===== src/rtl/fetch_pkg.sv =====
// Shared definitions for the fetch/decode front end: FSM states, MIPS field
// positions and PC arithmetic helpers.
package fetch_pkg;

  typedef enum logic [1:0] {
    IDLE  = 2'd0,
    FETCH = 2'd1,
    HOLD  = 2'd2,
    DRAIN = 2'd3
  } fetch_state_e;

  localparam int OPC_MSB   = 31;
  localparam int OPC_LSB   = 26;
  localparam int RS_MSB    = 25;
  localparam int RS_LSB    = 21;
  localparam int RT_MSB    = 20;
  localparam int RT_LSB    = 16;
  localparam int RD_MSB    = 15;
  localparam int RD_LSB    = 11;
  localparam int SHAMT_MSB = 10;
  localparam int SHAMT_LSB = 6;
  localparam int FUNCT_MSB = 5;
  localparam int FUNCT_LSB = 0;
  localparam int IMM_MSB   = 15;
  localparam int IMM_LSB   = 0;

  localparam logic [31:0] PC_INC = 32'd4;

  // Instruction addresses are word aligned; low bits of a target are dropped.
  function automatic logic [31:0] align_pc(input logic [31:0] pc);
    return pc & ~32'd3;
  endfunction

endpackage


===== src/rtl/instr_field_split.sv =====
// Splits a 32-bit MIPS instruction word into its decode fields; shared with
// later decode logic.
module instr_field_split
  import fetch_pkg::*;
(
  input  logic [31:0] instr,
  output logic [5:0]  opcode,
  output logic [4:0]  rs,
  output logic [4:0]  rt,
  output logic [4:0]  rd,
  output logic [4:0]  shamt,
  output logic [5:0]  funct,
  output logic [15:0] imm
);

  // NOTE: pure continuous assigns; with no procedural block there is no path
  // by which a latch could be inferred.
  assign opcode = instr[OPC_MSB:OPC_LSB];
  assign rs     = instr[RS_MSB:RS_LSB];
  assign rt     = instr[RT_MSB:RT_LSB];
  assign rd     = instr[RD_MSB:RD_LSB];
  assign shamt  = instr[SHAMT_MSB:SHAMT_LSB];
  assign funct  = instr[FUNCT_MSB:FUNCT_LSB];
  assign imm    = instr[IMM_MSB:IMM_LSB];

endmodule


===== src/rtl/fetch_decode_stage.sv =====
// Instruction fetch and IF/ID staging: owns the PC, drives a req/ack
// instruction-memory port and presents one buffered instruction to decode.
module fetch_decode_stage
  import fetch_pkg::*;
#(
  parameter logic [31:0] RESET_PC = 32'h0000_0000
) (
  input  logic        clk,
  input  logic        rst_n,

  output logic        imem_req,
  output logic [31:0] imem_addr,
  input  logic        imem_ack,
  input  logic [31:0] imem_rdata,

  input  logic        id_stall,
  input  logic        redirect_valid,
  input  logic [31:0] redirect_pc,

  output logic        id_valid,
  output logic [31:0] id_instr,
  output logic [31:0] id_pc,
  output logic [31:0] id_pc_plus4,
  output logic [5:0]  id_opcode,
  output logic [4:0]  id_rs,
  output logic [4:0]  id_rt,
  output logic [4:0]  id_rd,
  output logic [4:0]  id_shamt,
  output logic [5:0]  id_funct,
  output logic [15:0] id_imm
);

  fetch_state_e state;
  logic [31:0]  pc;
  logic [31:0]  redirect_tgt;
  logic [31:0]  fetch_pc;

  assign redirect_tgt = align_pc(redirect_pc);
  // Address the next request should use: a redirect this cycle wins over pc.
  assign fetch_pc     = redirect_valid ? redirect_tgt : pc;

  always_ff @(posedge clk or negedge rst_n) begin
    // NOTE: the IF/ID buffer is ordinary flops, so it takes defined reset
    // values along with the control state.
    if (!rst_n) begin
      state       <= IDLE;
      pc          <= RESET_PC;
      imem_req    <= 1'b0;
      imem_addr   <= RESET_PC;
      id_valid    <= 1'b0;
      id_instr    <= '0;
      id_pc       <= '0;
      id_pc_plus4 <= PC_INC;
    end else begin
      // NOTE: non-blocking throughout so every decision below sees the
      // pre-edge register values, regardless of statement order.
      if (redirect_valid) begin
        pc       <= redirect_tgt;
        id_valid <= 1'b0;
      end

      unique case (state)
        IDLE: begin
          imem_req  <= 1'b1;
          imem_addr <= fetch_pc;
          state     <= FETCH;
        end

        FETCH: begin
          if (redirect_valid) begin
            // An issued request is never withdrawn: without an ack the old
            // one must still be drained before the new target goes out.
            if (imem_ack) imem_addr <= redirect_tgt;
            else          state     <= DRAIN;
          end else if (imem_ack) begin
            id_instr    <= imem_rdata;
            id_pc       <= imem_addr;
            id_pc_plus4 <= imem_addr + PC_INC;
            id_valid    <= 1'b1;
            pc          <= pc + PC_INC;
            imem_req    <= 1'b0;
            state       <= HOLD;
          end
        end

        HOLD: begin
          if (redirect_valid || !id_stall) begin
            id_valid  <= 1'b0;
            imem_req  <= 1'b1;
            imem_addr <= fetch_pc;
            state     <= FETCH;
          end
        end

        DRAIN: begin
          if (imem_ack) begin
            imem_addr <= fetch_pc;
            state     <= FETCH;
          end
        end

        default: state <= IDLE;
      endcase
    end
  end

  instr_field_split u_split (
    .instr  (id_instr),
    .opcode (id_opcode),
    .rs     (id_rs),
    .rt     (id_rt),
    .rd     (id_rd),
    .shamt  (id_shamt),
    .funct  (id_funct),
    .imm    (id_imm)
  );

endmodule


===== config.mk =====
export PLATFORM = sky130hd
export DESIGN_NAME = fetch_decode_stage
export DESIGN_NICKNAME = d
export VERILOG_FILES = /design/src/rtl/fetch_pkg.sv /design/src/rtl/instr_field_split.sv /design/src/rtl/fetch_decode_stage.sv
export SDC_FILE = /design/constraint.sdc
export NUM_CORES = 1
export LEC_CHECK = 0
export ABC_AREA = 1
export CELL_PAD_IN_SITES_DETAIL_PLACEMENT = 0
export CELL_PAD_IN_SITES_GLOBAL_PLACEMENT = 1
export CORE_MARGIN = 2
export CORE_UTILIZATION = 30
export CTS_CLUSTER_SIZE = 10
export DETAILED_ROUTE_END_ITERATION = 10
export PLACE_DENSITY = 0.77
export SLEW_MARGIN = 5
export SYNTH_ARGS = -nofsm -noshare
export SYNTH_HDL_FRONTEND = slang
export SYNTH_SLANG_ARGS = --single-unit

===== constraint.sdc =====
create_clock -name clk -period 3 [get_ports clk]
set_clock_uncertainty 0.15 [all_clocks]
set_input_delay 0.3 -clock clk [delete_from_list [all_inputs] [get_ports clk]]
set_output_delay 0.3 -clock clk [all_outputs]
set_load 0.005 [all_outputs]

# After elaboration in Yosys (flattened, before gate mapping)
# Cells that the tools add are included.
[totals]
reg_bits = 164
in_bits = 69
output_inout_bits = 178
word_cells = 53
[classes]
addsub = 2
eq_ne = 10
n_mux = 24
bitwise_logic = 1
reduce_logical = 8
[op_table]
columns = ["cell", "n"]
rows = [
  ["$mux 32", 8],
  ["$pmux 32 s4", 1],
  ["$add 32x3->32 const B", 2],
  ["$reduce_and 4->1", 3],
  ["$mux 2", 5],
  ["$ne 2x2->1 const B", 5],
  ["$pmux 2 s4", 1],
  ["$mux 1", 7],
  ["$ne 3x3->1 const B", 2],
  ["$eq 2x2->1 const B", 2],
  ["$pmux 1 s3", 1],
  ["$reduce_and 3->1", 1],
  ["$reduce_bool 3->1", 1],
  ["$eq 2x1->1 const B", 1],
  ["$logic_not 2->1", 1],
  ["$pmux 1 s2", 1],
  ["$logic_not 1->1", 1],
  ["$logic_or 1x1->1", 1],
  ["$not 1->1", 1],
]

# Depth between registers and ports, before layout
[logic_depth]
ltp_word = 4
depth_mapped = 10
mapped_depth_nobuf = 10

# Modules after synthesis
# Synthesis repeated with hierarchy kept, for this count alone.
[hier_totals]
cells_unflattened = 1210
hier_area_um2 = 8787.2
[modules_own_cells]
columns = ["module", "n_inst", "cells_each", "area_per_inst_um2", "seq_area_each_um2"]
rows = [
  ["fetch_decode_stage", 1, 1162, 8426.8, 4055.1],
  ["instr_field_split", 1, 48, 360.3, 0.0],
]

# Least setup slack after synthesis
# No wires, ideal clock.
[synth_path]
path_kind = "flip-flop to flip-flop"
start = "register state[0]"
end = "register imem_addr[10]"
setup_ns = 0.133
arrival_time_ns = 1.399
required_time_ns = 2.717
path_slack_ns = 1.318
stages_incl_launch_ff = 9
cell_sequence = "dfrtp_1 -> ha_1 -> buf_4 -> inv_1 -> buf_2 -> buf_2 -> nand2_1 -> o21ai_0 -> o21ai_0"
[synth_between]
elab_chain_len = 3
word_cells_on_any_way = 10
cone_classes = "eq/ne: 7; mux: 1; reduce/logical: 2"
[synth_lines]
columns = ["element", "line_no", "source"]
rows = [
  ["from (decl)", "fetch_decode_stage.sv:33", "fetch_state_e state;"],
  ["from (signal assigned)", "fetch_decode_stage.sv:46", "state <= IDLE;"],
  ["from (signal assigned)", "fetch_decode_stage.sv:66", "state <= FETCH;"],
  ["from (signal assigned)", "fetch_decode_stage.sv:74", "else state <= DRAIN;"],
  ["$eq 2x1->1 or $eq 2x2->1 (tied branches)", "fetch_decode_stage.sv:62", "unique case (state)"],
  ["$ne 2x2->1 (no line)", "--", ""],
  ["$reduce_and 4->1 (no line)", "--", ""],
  ["to (signal assigned)", "fetch_decode_stage.sv:65", "imem_addr <= fetch_pc;"],
  ["to (signal assigned)", "fetch_decode_stage.sv:73", "if (imem_ack) imem_addr <= redirect_tgt;"],
  ["to (signal assigned)", "fetch_decode_stage.sv:90", "imem_addr <= fetch_pc;"],
  ["to (decl)", "fetch_decode_stage.sv:12", "output logic [31:0] imem_addr,"],
]
# Several ways; a longest one is shown, not always the timed one.
# A chain may end at the register's enable or synchronous reset.

# Worst setup path after layout
[layout_path]
start = "register state[0]"
end = "register imem_addr[29]"
# Same word-level chain as after synthesis.

==> results.cfg <==
[floorplan]
core_um2 = 28800
num_io_pins = 247
start_util = 0.305
rows = 62
dieArea_um2 = 30700
dieHeight_um = 175
die_w_um = 175

[finish]
register_area_um2 = 4060
layout.nets = 1470
nFillCells = 2985
drive_above_1_share = 0.0518
area_growth_syn_to_layout_pct = 35.0
fin_cells = 1793
num_antenna_cells = 0
multi_input_area_um2 = 3820

[cts]
cts-htree-levels = 4
cts_setup_buffers = 0
cts_buffers = 17
insertion_delay_ns = 0.44
clk_path_buf_depth = 2
cts.sinks = 162
clk_pin_slew_worst_paths_ns = 0.07
cts_tree = yes
root_buffer = clkbuf_16

[global_route]
grt_max_degree = 130
overflow = 0
grt_usage = 0.188
antenna_found_initial = 0
grt_pass1_wl_um = 44500
grt_pass1_vias = 7862

[synthesis]
synth_top_family_by_area = simple AND/OR/NAND/NOR gates
ys_top_cells_by_area = dfrtp_1, nand2_1, o21ai_0
syn_inst = 1210
synthXorXnorAreaFrac = 0.00897
synthAdderAreaFrac = 0.00712
synthMuxAreaShare = 0.00797
synthArstFlopShare = 1.00
syn_nets = 1284
synth_most_common_cell = nand2_1
synth_area_um2 = 8790
ys.warnings.count = 0
syn_area_per_cell_um2 = 7.26
synth_edf_count = 0
synth_seq_cells = 162
netlist_top_cells_count = nand2_1, dfrtp_1, o21ai_0
synth.top_cell.area_share = 0.458
ys_types = 35
synth_compound_area_frac = 0.0891
synth_flop_cell = dfrtp_1
yosys.area_share.simple = 0.322
ys_seq_area_frac = 0.461
synth_area_leader_cell = dfrtp_1

[critical_path]
crit_fanout = 28
cp-end-kind = register
cp-start-kind = register
crit_type = reg2reg
cp.arrival_ns = 2.42
required_ns = 3.14

[timing]
holdWs_ns = 0.210
final_hold_viol_count = 0
final.min_clock_period_ns = 2.28
fin_ws_ns = 0.723
setup_violations = 0
finalCritPeriodShare = 0.759
clock.fmax_mhz = 439
final-max-slew-violation-count = 0
max-slew-margin-rel = 0.442
tightest_slew_ns = 0.836
rsz0062_at_grt = false
setup-tns-final_ns = 0

[power]
powerDensity_nw_per_um2 = 982
ir_drop_uv = 463
p_total_mw = 11.6
p_leak_nw = 5.48

[placement]
port-buffer-count = 244
dp_slack_ns = 0.693
gp_congestion = 0.884
place_hpwl_um = 22000
dp.cells = 1760

[drt]
via_per_inst = 4.58
antenna_left = 0
num_vias = 8208
firstDrtPassIters = 5
drt_iter0_drc = 485
drc = 0
wl_per_cell_um = 16.0
drt_wl_total_um = 28800

[flow_run]
cap_violations = 0

[worst_hold_path]
hp-class = in2async

[run_status]
outcome = finished clean
## cell type report
cell class / instances / area share
Inverter: 76 / 0.0242
Tap cell: 384 / 0.0405
Multi-Input combinational cell: 877 / 0.322
Timing Repair Buffer: 262 / 0.221
Clock buffer: 19 / 0.0373
Sequential cell: 162 / 0.342
Clock inverter: 13 / 0.0129
## cell usage in the layout (no fill, tap or decap), types with 8 or more instances in the layout
master	Yosys	layout
nand3_1	46	46
nor2_2	8	8
o21ai_0	129	129
clkbuf_16	0	17
clkdlybuf4s50_1	0	243
nand2_1	514	514
a21oi_1	8	8
inv_1	73	73
dfrtp_1	161	161
buf_4	57	14
nor2_1	105	105
## routing by layer
layer,up-vias,global-route usage,share of wire
met2,221,0.325,0.49
li1,4124,-,-
met5,-,0,0
met1,3841,0.238,0.44
met4,0,0.0455,0.014
met3,22,0.0407,0.055
## logic make-up after synthesis
family	count (synthesis)
DFF	162
and+or+nand+nor	704
AOI/OAI and AO/OA	152
xor gates and xnor gates	9
muxes	7
adders and majority gates	5
buffers and inverters	171
## metrics by stage
step,instance area (um^2),util
final,11900,0.412
after CTS,11900,0.412
after floorplan,8790,-
after global placement,11300,0.391
after global routing,11900,0.412
after detailed placement,11300,0.391
## what timing repair did
item	in CTS	in global routing
hold endpoints to repair	47	0
hold buffers	1	0
gates resized for setup	0	0
## worst paths after layout
kind	from	endpoint	slack [ns]	cells after the start
min in group clk	imem_rdata[0]	id_instr[0]	0.24	3
worst min-delay path	rst_n	pc[25]	0.21	2
max in group asynchronous	rst_n	pc[20]	1.66	3
worst max register to register	state[0]	imem_addr[29]	0.72	6
worst max-delay path	state[0]	imem_addr[29]	0.72	6
worst min register to register	pc[1]	pc[1]	0.31	2
## power by group
group          switching, mW  internal (mW)
Clock                  0.977           1.26
Combinational           2.49           2.77
Sequential              1.02           3.12
## critical path, cell delays in order, from the launching register on
cell     delay (ns)
dfrtp_1        0.41
ha_1           0.23
inv_1          0.61
buf_4          0.40
nand2_1        0.08
o21ai_0        0.12
o21ai_0        0.12
## sequential cells by signal, indices dropped and copies added, names as in the netlist
| signal | flops |
|---|---|
| id_pc | 32 |
| imem_req | 1 |
| state | 2 |
| pc | 32 |
| id_pc_plus4 | 30 |
| id_instr | 32 |
| imem_addr | 32 |
| id_valid | 1 |
(Power assumes the default switching activity.)
==> variant 1: new RTL, same settings <==
Re-encode `fetch_state_e` (4 states) as one-hot, 4 bits wide.
--- a/src/rtl/fetch_pkg.sv
+++ b/src/rtl/fetch_pkg.sv
@@ -2,11 +2,11 @@
 // positions and PC arithmetic helpers.
 package fetch_pkg;
 
-  typedef enum logic [1:0] {
-    IDLE  = 2'd0,
-    FETCH = 2'd1,
-    HOLD  = 2'd2,
-    DRAIN = 2'd3
+  typedef enum logic [3:0] {
+    IDLE  = 4'b0001,
+    FETCH = 4'b0010,
+    HOLD  = 4'b0100,
+    DRAIN = 4'b1000
   } fetch_state_e;
 
   localparam int OPC_MSB   = 31;
Behaviour: no difference found for any inputs over 4 cycles, from zero or initial values and one cycle with rst_n low; so few cycles prove little.
==> variant 1 against the unedited design <==
- synthesized cell count is 7.4% higher
- setup slack better by 110 ps
- power fell by 2.8%
- wire length up 0.85%
- count of clock-buffer cells in the layout is 2 higher
- largest cell class unchanged
- design area up 2.7%
- area after synthesis increased by 3.8%
- highest routed layer unchanged
- sequential cell count increased by 2
==> variant 1: results <==
group,metric,value,unit
status,status,"finished clean",
synth,synthTopCellsByCount,"631 x nand2_1, 162 x dfrtp_1, 111 x nor2_1",
finish,drive_gt1_frac,0.05355,
job,drv_cap,0,
grt,grt_max_degree,96,
synth,syn_avg_cell_area,7.023,µm²
setup_path,slowest_stage,"dfrtp_1",
clocking,root_buffer,"clkbuf_16",
synth,ys_seq_area_frac,0.4501,
synth,synthDistinctLibCells,38,
synth,synth_enable_flop_cells,0,
synth,async_flop_share,1.000,
power,peakVddDrop,0.0004156,V
timing,slew_headroom,0.6113,
grt,grt_overflow,0,
synth,synthFlopType,"dfrtp_1",
route,wl_per_cell,15.39,µm
route,viasPerCell,4.546,
power,internal_power,7096,µW
route,wirelength,29000,µm
placed_design,dpl_cell_area,11570,µm²
grt,grt_pass1_wl,45100,µm
placed_design,dpl.cell_count,1851,
route,first_iter_violations,599,
setup_path,cp_top_family,"simple AND/OR/NAND/NOR gates",
power,comb_power_share,0.446,
clocking,hold_buffers,1,
synth,ys_warn_count,0,
synth,synthTopCellsByArea,"dfrtp_1 44%, nand2_1 26%, buf_4 5.3%",
clocking,cts_buffer_depth,2,
grt,grt.total_usage,0.1855,
clocking,clkTransAtPathRegs,70,ps
setup_path,crit_fanout,6,
setup_path,crit_arrival,2350,ps
placed_design,dp_hpwl,21780,µm
finish,layout.nets,1552,
setup_path,crit_path_max_incr_delay,470,ps
finish,n_fill_cell,3190,
power,leakagePower,0.005741,µW
clocking,postCtsSetupBuffers,0,
synth,synth_fp_nets,1370,
placed_design,place.gp.congestion,0.9161,
route,drt-pass1-iter-count,7,
power,seq_power_share,0.356,
grt,grt_pass1_vias,8005,
clocking,clk_latency,450,ps
hold_path,min_path_type,"input pin to flop",
clocking,cts_made_buffers,17,
clocking,postCtsResizedCells,0,
==> variant 1: cell families (layout without fill, tap and decap cells) <==
group | Yosys count | count (layout) | share of synthesized area
buffers and inverters | 174 | 369 | 0.1033
XOR/XNOR | 14 | 14 | 0.01344
AND/OR/NAND/NOR | 849 | 849 | 0.3754
AO/OA/AOI/OAI | 96 | 96 | 0.05500
adder cells (fa/ha/maj) | 2 | 2 | 0.002743
flip-flops | 164 | 164 | 0.4501
==> variant 1: final timing paths <==
kind | slack (ps) | start | depth (start not counted) | end
worst max-delay path | 830 | pc[2] | 10 | pc[26]
worst min-delay path | 160 | redirect_valid | 2 | pc[0]
worst max register to register | 830 | pc[2] | 10 | pc[26]
worst min register to register | 320 | id_pc[6] | 2 | id_pc[6]
max in group asynchronous | 1620 | rst_n | 3 | imem_addr[14]
min in group asynchronous | 200 | rst_n | 2 | pc[16]
==> variant 1: layout make-up <==
class	count	area [µm²]	share of cell area
clock buffer	21	480.5	0.03944
clock inverter	11	123.9	0.01017
inverter	75	284.0	0.02331
multi-input combinational	961	4074	0.3344
sequential	164	4106	0.3371
tap	390	488.0	0.04005
timing repair buffer	262	2626	0.2156
==> variant 1: metal layers <==
layer / vias up / global-route usage / wire [µm]
met3: 22 / 0.03346 / 1654
met5: - / 0 / 0
met1: 3946 / 0.2509 / 13320
met4: 0 / 0.04912 / 381
li1: 4341 / - / -
met2: 256 / 0.3049 / 13640
==> variant 1: metrics by stage <==
step / power (µW) / setup WS (ps) / utilization
after floorplan: 6525 / 1334 / -
after global placement: 9118 / 614.7 / 0.3883
after detailed placement: 9203 / 607.7 / 0.3883
after CTS: 11500 / 824.0 / 0.4089
after global routing: 12270 / 588.6 / 0.4089
final: 11310 / 827.6 / 0.4089
==> variant 2: new RTL, config.mk and constraints unchanged <==
Without the edit above. Reset style: synchronous (`rst_n`), changed in one clocked block.
--- a/src/rtl/fetch_decode_stage.sv
+++ b/src/rtl/fetch_decode_stage.sv
@@ -39,7 +39,7 @@
   // Address the next request should use: a redirect this cycle wins over pc.
   assign fetch_pc     = redirect_valid ? redirect_tgt : pc;
 
-  always_ff @(posedge clk or negedge rst_n) begin
+  always_ff @(posedge clk) begin
     // NOTE: the IF/ID buffer is ordinary flops, so it takes defined reset
     // values along with the control state.
     if (!rst_n) begin
Behaviour: differs if rst_n is asserted again (counterexample within 4 cycles, from zero or initial values and one cycle with rst_n low); with rst_n held inactive, the same outputs for 4 cycles.
==> variant 2 against the unedited design <==
- hold slack better by 77 ps
- critical path type is now flop to primary output
- critical endpoint is now imem_addr[11]
- global-route usage up 1.5 points
- sequential cell count unchanged
- area after synthesis down 3.0%
- count of clock-buffer cells in the layout unchanged
- wire length up 6.1%
- design area down 2.5%
- setup slack better by 200 ps
- highest routed layer unchanged
Power is not compared: it rests on default switching activity, and its combinational part moved more than twofold at a synthesized area within 25%.
==> variant 2: results <==
group,metric,value,unit
synth,ys_seq_area_frac,0.3807,
finish,diodes,0,
synth,async_flop_share,0,
route,wl_per_cell,16.43,µm
setup_path,crit_arrival,1630,ps
synth,synth_compound_area_frac,0.1589,
synth,synthDistinctLibCells,43,
synth,synthTopCellsByCount,"367 x nand2_1, 214 x nor2_1, 162 x dfxtp_1",
setup_path,crit_fanout,8,
placed_design,dp_hpwl,21750,µm
clocking,clkTransAtPathRegs,70,ps
hold_path,min_path_type,"flop to flop",
grt,grt_pass1_vias,8225,
finish,n_fill_cell,2929,
synth,synth_fp_nets,1375,
route,vias,8709,
finish,layout.nets,1540,
placed_design,portBuffers,244,
placed_design,place.gp.congestion,0.9022,
setup_path,slowest_stage,"clkdlybuf4s50_1",
synth,synth_fa_ha_area_frac,0.007343,
setup_path,cp_top_family,"buffers and inverters",
power,peakVddDrop,0.0004172,V
status,status,"finished clean",
grt,grt_pass1_wl,48160,µm
clocking,postCtsSetupBuffers,0,
clocking,cts_max_level,4,
clocking,postCtsResizedCells,0,
synth,synthTopCellsByArea,"dfxtp_1 38%, nand2_1 16%, nor2_1 9.4%",
synth,ys_warn_count,0,
route,first_iter_violations,518,
route,drt-pass1-iter-count,5,
synth,synth_xor_area_frac,0.007196,
finish,drive_gt1_frac,0.05544,
timing,worst_slew_pin_slew,764.8,ps
synth,muxShareOfSynthArea,0,
placed_design,preCtsSetupSlack,582.6,ps
grt,antenna_found_initial,0,
power,leakagePower,0.004458,µW
grt,grt_max_degree,124,
grt,grt.total_usage,0.2026,
[variant 2: power groups by stage]
| stage | sequential (µW) | clock, µW | combinational, µW |
|---|---|---|---|
| 3_3_place_gp | 2640 | 0 | 1200 |
| 5_1_grt | 2630 | 2480 | 1340 |
| 6_report | 2600 | 2350 | 1210 |
| 3_5_place_dp | 2640 | 0 | 1210 |
| 2_1_floorplan | 2540 | 0 | 616 |
| 4_1_cts | 2600 | 2390 | 1220 |
[variant 2: worst paths after layout]
kind | endpoint | start | slack (ps) | cells past startpoint
max | imem_addr[11] | imem_addr[11] | 920 | 1
min | pc[1] | pc[1] | 290 | 2
max reg2reg | id_pc_plus4[22] | imem_addr[3] | 920 | 8
min reg2reg | pc[1] | pc[1] | 290 | 2
[variant 2: cell type report]
type,count,area share
Tap cell,378,0.04088
Timing Repair Buffer,261,0.2249
Clock inverter,13,0.01492
Multi-Input combinational cell,933,0.3702
Clock buffer,19,0.03915
Sequential cell,162,0.2803
Inverter,91,0.02963
[variant 2: kinds of logic after synthesis]
kind of cell,after synthesis
adders and majority gates,5
AOI/OAI and AO/OA,251
and+or+nand+nor,670
xor gates and xnor gates,7
buffers and inverters,206
DFF,162
[variant 2: through the flow]
stage / utilization / cells / cell area (µm²)
2_1_floorplan: - / 1301 / 8519
3_3_place_gp: 0.3929 / 1825 / 10940
3_5_place_dp: 0.3929 / 1825 / 10940
4_1_cts: 0.4153 / 1857 / 11570
5_1_grt: 0.4153 / 1857 / 11570
6_report: 0.4153 / 1857 / 11570
[variant 2: layer usage]
| metal | part of all wire | track usage |
|---|---|---|
| met5 | 0 | 0 |
| met4 | 0.018 | 0.05769 |
| met3 | 0.036 | 0.02653 |
| met2 | 0.48 | 0.3395 |
| met1 | 0.47 | 0.2723 |
